===== src/rtl/tie_observe_shifter.sv =====
// ---------------------------------------------------------------------------
// tie_observe_shifter
//
// Observes a vector of tie-cell outputs: on request it captures TIE_IN,
// compares it with the per-bit EXPECT pattern and updates a sticky MISMATCH
// flag. It then shifts the captured vector out on SO, LSB first, one beat
// per cycle.
//
// Optional feature, macro TIE_OBSERVE_PARITY_EN:
//   When defined, the even parity (XOR) of the captured vector is appended
//   as one extra SO beat after bit N_TIES-1.
//
// Ports:
//   CLK       in   clock, rising edge
//   RN        in   synchronous active-low reset
//   TIE_IN    in   [N_TIES] tie-cell outputs under observation
//   EXPECT    in   [N_TIES] expected level per bit (1 = tie-high)
//   START     in   start one capture/shift run (sampled in idle only)
//   CLR_ERR   in   clear sticky MISMATCH (a same-edge capture mismatch wins)
//   BUSY      out  run in progress (capture and shift cycles)
//   SO        out  serial data out
//   SO_VALID  out  SO carries a valid beat this cycle
//   DONE      out  one-cycle pulse at the end of a run
//   MISMATCH  out  sticky: some capture differed from EXPECT
//
// All outputs are registered; their next values are decoded from the next
// state so that they line up with the state they describe.
// ---------------------------------------------------------------------------
module tie_observe_shifter #(
    parameter int unsigned N_TIES = 8,
    parameter int unsigned CNT_W  = $clog2(N_TIES + 1)
) (
    input  logic              CLK,
    input  logic              RN,
    input  logic [N_TIES-1:0] TIE_IN,
    input  logic [N_TIES-1:0] EXPECT,
    input  logic              START,
    input  logic              CLR_ERR,
    output logic              BUSY,
    output logic              SO,
    output logic              SO_VALID,
    output logic              DONE,
    output logic              MISMATCH
);

    typedef enum logic [1:0] {
        StIdle,
        StCapt,
        StShift,
        StFin
    } state_e;

`ifdef TIE_OBSERVE_PARITY_EN
    localparam int unsigned NBeats = N_TIES + 1;
    // Beat index that carries the parity bit.
    localparam logic [CNT_W-1:0] ParBeat = CNT_W'(N_TIES);
`else
    localparam int unsigned NBeats = N_TIES;
`endif
    localparam logic [CNT_W-1:0] LastBeat = CNT_W'(NBeats - 1);

    state_e             state_q, state_d;
    logic [N_TIES-1:0]  shreg_q, shreg_d;
    logic [CNT_W-1:0]   cnt_q, cnt_d;
    logic               mismatch_q, mismatch_d;
    logic               busy_q, busy_d;
    logic               so_q, so_d;
    logic               so_valid_q, so_valid_d;
    logic               done_q, done_d;
`ifdef TIE_OBSERVE_PARITY_EN
    logic               parity_q, parity_d;
`endif

    // ------------------------------------------------------------------
    // State register
    // ------------------------------------------------------------------
    always_ff @(posedge CLK) begin
        if (!RN) begin
            state_q <= StIdle;
        end else begin
            state_q <= state_d;
        end
    end

    // ------------------------------------------------------------------
    // Next-state logic
    // ------------------------------------------------------------------
    always_comb begin
        state_d = state_q;
        unique case (state_q)
            StIdle:  if (START) state_d = StCapt;
            StCapt:  state_d = StShift;
            // cnt_q is the index of the beat currently on SO.
            StShift: if (cnt_q == LastBeat) state_d = StFin;
            StFin:   state_d = StIdle;
            default: state_d = StIdle;
        endcase
    end

    // ------------------------------------------------------------------
    // Datapath and output next values
    // ------------------------------------------------------------------
    always_comb begin
        shreg_d    = shreg_q;
        cnt_d      = cnt_q;
        mismatch_d = mismatch_q;
`ifdef TIE_OBSERVE_PARITY_EN
        parity_d   = parity_q;
`endif

        if (CLR_ERR) begin
            mismatch_d = 1'b0;
        end

        unique case (state_q)
            StCapt: begin
                shreg_d = TIE_IN;
                cnt_d   = '0;
                // Placed after the clear so a same-edge mismatch wins.
                if (TIE_IN != EXPECT) begin
                    mismatch_d = 1'b1;
                end
`ifdef TIE_OBSERVE_PARITY_EN
                parity_d = ^TIE_IN;
`endif
            end
            StShift: begin
                shreg_d = shreg_q >> 1;
                cnt_d   = cnt_q + CNT_W'(1);
            end
            default: ;
        endcase

        busy_d     = (state_d == StCapt) || (state_d == StShift);
        so_valid_d = (state_d == StShift);
        done_d     = (state_d == StFin);
        // The beat shown next cycle is bit 0 of the next shift register value.
        so_d       = so_valid_d & shreg_d[0];
`ifdef TIE_OBSERVE_PARITY_EN
        if (so_valid_d && (cnt_d == ParBeat)) begin
            so_d = parity_q;
        end
`endif
    end

    // ------------------------------------------------------------------
    // Datapath and output registers
    // ------------------------------------------------------------------
    always_ff @(posedge CLK) begin
        if (!RN) begin
            shreg_q    <= '0;
            cnt_q      <= '0;
            mismatch_q <= 1'b0;
            busy_q     <= 1'b0;
            so_q       <= 1'b0;
            so_valid_q <= 1'b0;
            done_q     <= 1'b0;
`ifdef TIE_OBSERVE_PARITY_EN
            parity_q   <= 1'b0;
`endif
        end else begin
            shreg_q    <= shreg_d;
            cnt_q      <= cnt_d;
            mismatch_q <= mismatch_d;
            busy_q     <= busy_d;
            so_q       <= so_d;
            so_valid_q <= so_valid_d;
            done_q     <= done_d;
`ifdef TIE_OBSERVE_PARITY_EN
            parity_q   <= parity_d;
`endif
        end
    end

    assign BUSY     = busy_q;
    assign SO       = so_q;
    assign SO_VALID = so_valid_q;
    assign DONE     = done_q;
    assign MISMATCH = mismatch_q;

endmodule


===== config.mk =====
export PLATFORM = sky130hd
export DESIGN_NAME = tie_observe_shifter
export DESIGN_NICKNAME = d
export VERILOG_FILES = /design/src/rtl/tie_observe_shifter.sv
export SDC_FILE = /design/constraint.sdc
export NUM_CORES = 1
export LEC_CHECK = 0
export BUFFER_PORTS_ARGS = -buffer_cell sky130_fd_sc_hd__buf_2
export CORE_ASPECT_RATIO = 1.2
export CORE_MARGIN = 4
export CORE_UTILIZATION = 25
export DETAILED_ROUTE_END_ITERATION = 6
export HOLD_SLACK_MARGIN = 0.03
export PLACE_DENSITY = 0.56
export RECOVER_POWER = 50
export SYNTH_ARGS = -nofsm -noshare
export SYNTH_HDL_FRONTEND = slang
export SYNTH_SLANG_ARGS = --single-unit
export TNS_END_PERCENT = 20

===== constraint.sdc =====
create_clock -name CLK -period 4.3 [get_ports CLK]
set_input_delay 0.215 -clock CLK [delete_from_list [all_inputs] [get_ports CLK]]
set_output_delay 0.215 -clock CLK [all_outputs]
set_load 0.005 [all_outputs]

==> impl_results.md <==
* Total GRT Usage at 8.774%
* Critical Path Start Type: register
* RSZ-0062 raised after global routing: no
* Clock transition at path regs at 0.07 ns
* Max-slew violations at 0
* Multi-input logic area at 498.0 sq um
* Mapped Cells at 102
* Period Utilization, post-route at ~48%
* First drt pass iteration count at 4
* Max-cap viol count at 0
* Inst Count DP at 173
* Worst Tran Pin Value at 0.4295 ns
* GRT Residual Overflow at 0
* Antenna diodes at 0
* Hold Buf Count CTS at 0
* Vias per cell at 4.429
* Crit-path cells: inv_1 -> ha_1 -> inv_1 -> o21ai_0 -> ha_1 -> and2_1 -> nor2b_1
* Die ar. at 4802 sq um
* GP Congestion at roughly 0.72
* First-pass GRT wire length at 3236 um
* Slowest CP cell: ha_1
* Outcome: completed
* Clock Latency Late Sink at 0.25 ns
* Setup bufs post-CTS at 0
* Num ports at 25
* #FFs+latches synth at 19
* Sequential-to-total area share from yosys stat at 40.53%
* Share of layout cells above drive strength 1 at 23.20%
* Final setup vio count at 0
* Post-Syn Nets at 128
* PwrDens at 554.7 nW/um^2
* # fillers at 410
* Vias after detailed routing at between 700 and 800
* Final ANT Viol Nets at 0
* Final Non-Filler Cells at 177
* Final min period at between 2 and 2.5 ns
* PortBufs at 24
* Post-synth top area cell: dfxtp_1
* H-tree Lvls at 1
* Row count at 24
* Post-Route Setup TNS at 0 ns
* Post-synthesis cell area at 938.4 sq um
* Bufs on Longest Clock Path at 2
* Sequential Area at 380.4 sq um
* Mapped Avg Cell Area at 9.200 sq um
* Clock Skews at approximately 0.0016 ns
* Sink Count at 19
* Clock root cell: clkbuf_8
* Die X at 63.93 um
* TritonCTS buffer count at 3
* HP Class: in -> reg
* Vias in the first global route at 734
* Highest clock rate at 0.4826 GHz
* WS Path Type: reg -> reg
* Final WL at about 1900 um
* DP HPWL at 1454 um
* Area contributors post-synth: dfxtp_1 41%, ha_1 8.0%, xnor2_1 7.5%
* Total core area at 3633 sq um
* Yosys warns at 0
* CTS tree: done
* Tightest slew margin relative to the limit at 71.37%
* Fin. Hold Viols at 0
* Die height at roughly 75 um
* Crit-path max cell delay at roughly 0.44 ns
* Buffer and inverter count on the worst path at 2
* Peak VDD IR at 0.0001425 V
* Leakage power at 0.4465 nW
* Nature of the critical path endpoint: register
* Initial Util at between 20% and 30%
* Fin nets at 152
* Initial DRC Count at 52
* Family with the most delay on the worst path: adder cells
* Largest net degree at the start of global routing at 20
* Distinct cells, synth at 29
* Post-cts resize count at 0
* Initial antenna violation count at 0
* DRC Markers at 0
* Critical path arrival at 2.22 ns
* Syn-to-layout area delta at 20.67%
* Max FO, Critical Path at 14
* Worst Path Required at around 4.5 ns
* WL/cell at 10.75 um
* Area share of the largest cell type after synthesis at 40.53%
## worst paths after layout
| path | slack, ns | to | cells after the start | startpoint |
|---|---|---|---|---|
| worst max-delay path | 2.23 | SO | 7 | state_q[0] |
| worst min-delay path | 0.21 | MISMATCH | 3 | CLR_ERR |
| worst max register to register | 2.23 | SO | 7 | state_q[0] |
| worst min register to register | 0.47 | shreg_q[7] | 2 | shreg_q[7] |
## cells by family (layout without fill, tap and decap cells)
group | after synthesis | after routing | share of synthesized area, %
buffers and inverters | 11 | 34 | 5.866
AO/OA/AOI/OAI | 18 | 18 | 14.00
adder cells (fa/ha/maj) | 6 | 6 | 8.000
flip-flops | 19 | 19 | 40.53
XOR/XNOR | 8 | 8 | 7.467
AND/OR/NAND/NOR | 40 | 40 | 24.13
## worst reg2reg max path: stages (launching register included)
cell,delay (ns)
dfxtp_1,0.38
inv_1,0.08
ha_1,0.44
inv_1,0.37
o21ai_0,0.23
ha_1,0.21
and2_1,0.14
nor2b_1,0.12
## layout make-up
type                       instances  share of cell area, %
clock buffer                       3                  3.646
timing repair buffer              24                  10.61
multi-input combinational         72                  43.98
tap                               52                  5.746
inverter                           6                  1.989
clock inverter                     1                 0.4420
sequential                        19                  33.59
## power by group
part	leakage [nW]	internal, mW	switching (mW)	total (mW)
Clock	0.0255	0.0643	0.0599	0.124
Sequential	0.155	0.225	0.0242	0.249
Combinational	0.266	0.106	0.149	0.255
Total	0.447	0.395	0.233	0.628
## cells in the final DEF, fill, tap and decap left out, drive strengths merged
cell type,netlist,routed
a21boi,3,3
a21oi,3,3
a221oi,6,6
a22oi,1,1
a311oi,1,1
and2,4,4
buf,4,24
clkbuf,1,3
clkinv,0,1
dfxtp,19,19
ha,6,6
inv,6,6
nand2,5,5
nand3,3,3
nand3b,2,2
nand4,2,2
nor2,9,9
nor2b,4,4
nor3,2,2
nor3b,8,8
o211ai,1,1
o21a,1,1
o21ai,2,2
or3,1,1
xnor2,8,8
## metal layers
layer | share of wire [%] | vias to the layer above | global-route usage, % | routed length (um)
li1 | - | 399 | - | -
met1 | 45 | 360 | 10.24 | 859
met2 | 46 | 23 | 14.70 | 880
met3 | 6.6 | 2 | 1.791 | 125
met4 | 1.9 | 0 | 5.755 | 36
met5 | 0 | - | 0 | 0
## metrics by stage
| stage | utilization [%] | hold slack [ns] | worst slack, ns | power [mW] | instance area (sq um) |
|---|---|---|---|---|---|
| after floorplan | - | 0.3571 | 2.732 | 0.4638 | 938.4 |
| after global placement | 30.03 | 0.4529 | 2.299 | 0.5078 | 1091 |
| after detailed placement | 30.03 | 0.4632 | 2.216 | 0.5174 | 1091 |
| after CTS | 31.30 | 0.2119 | 2.218 | 0.6401 | 1137 |
| after global routing | 31.16 | 0.2253 | 1.948 | 0.6907 | 1132 |
| final | 31.16 | 0.2133 | 2.228 | 0.6281 | 1132 |
## state kept, by name (all words and copies together) (netlist names)
| name | flops |
|---|---|
| shreg_q | 8 |
| MISMATCH | 1 |
| DONE | 1 |
| BUSY | 1 |
| SO_VALID | 1 |
| SO | 1 |
| cnt_q | 4 |
| state_q | 2 |
## cell usage after synthesis, drive strengths merged
library cell / number
a21oi: 3
nor2b: 4
nor3b: 8
nor2: 9
dfxtp: 19
clkbuf: 1
a22oi: 1
xnor2: 8
and2: 4
a221oi: 6
nand3b: 2
nand4: 2
ha: 6
nor3: 2
o21a: 1
o211ai: 1
nand3: 3
nand2: 5
a311oi: 1
buf: 4
a21boi: 3
o21ai: 2
or3: 1
inv: 6
No activity file was read; power rests on OpenSTA's default activity.
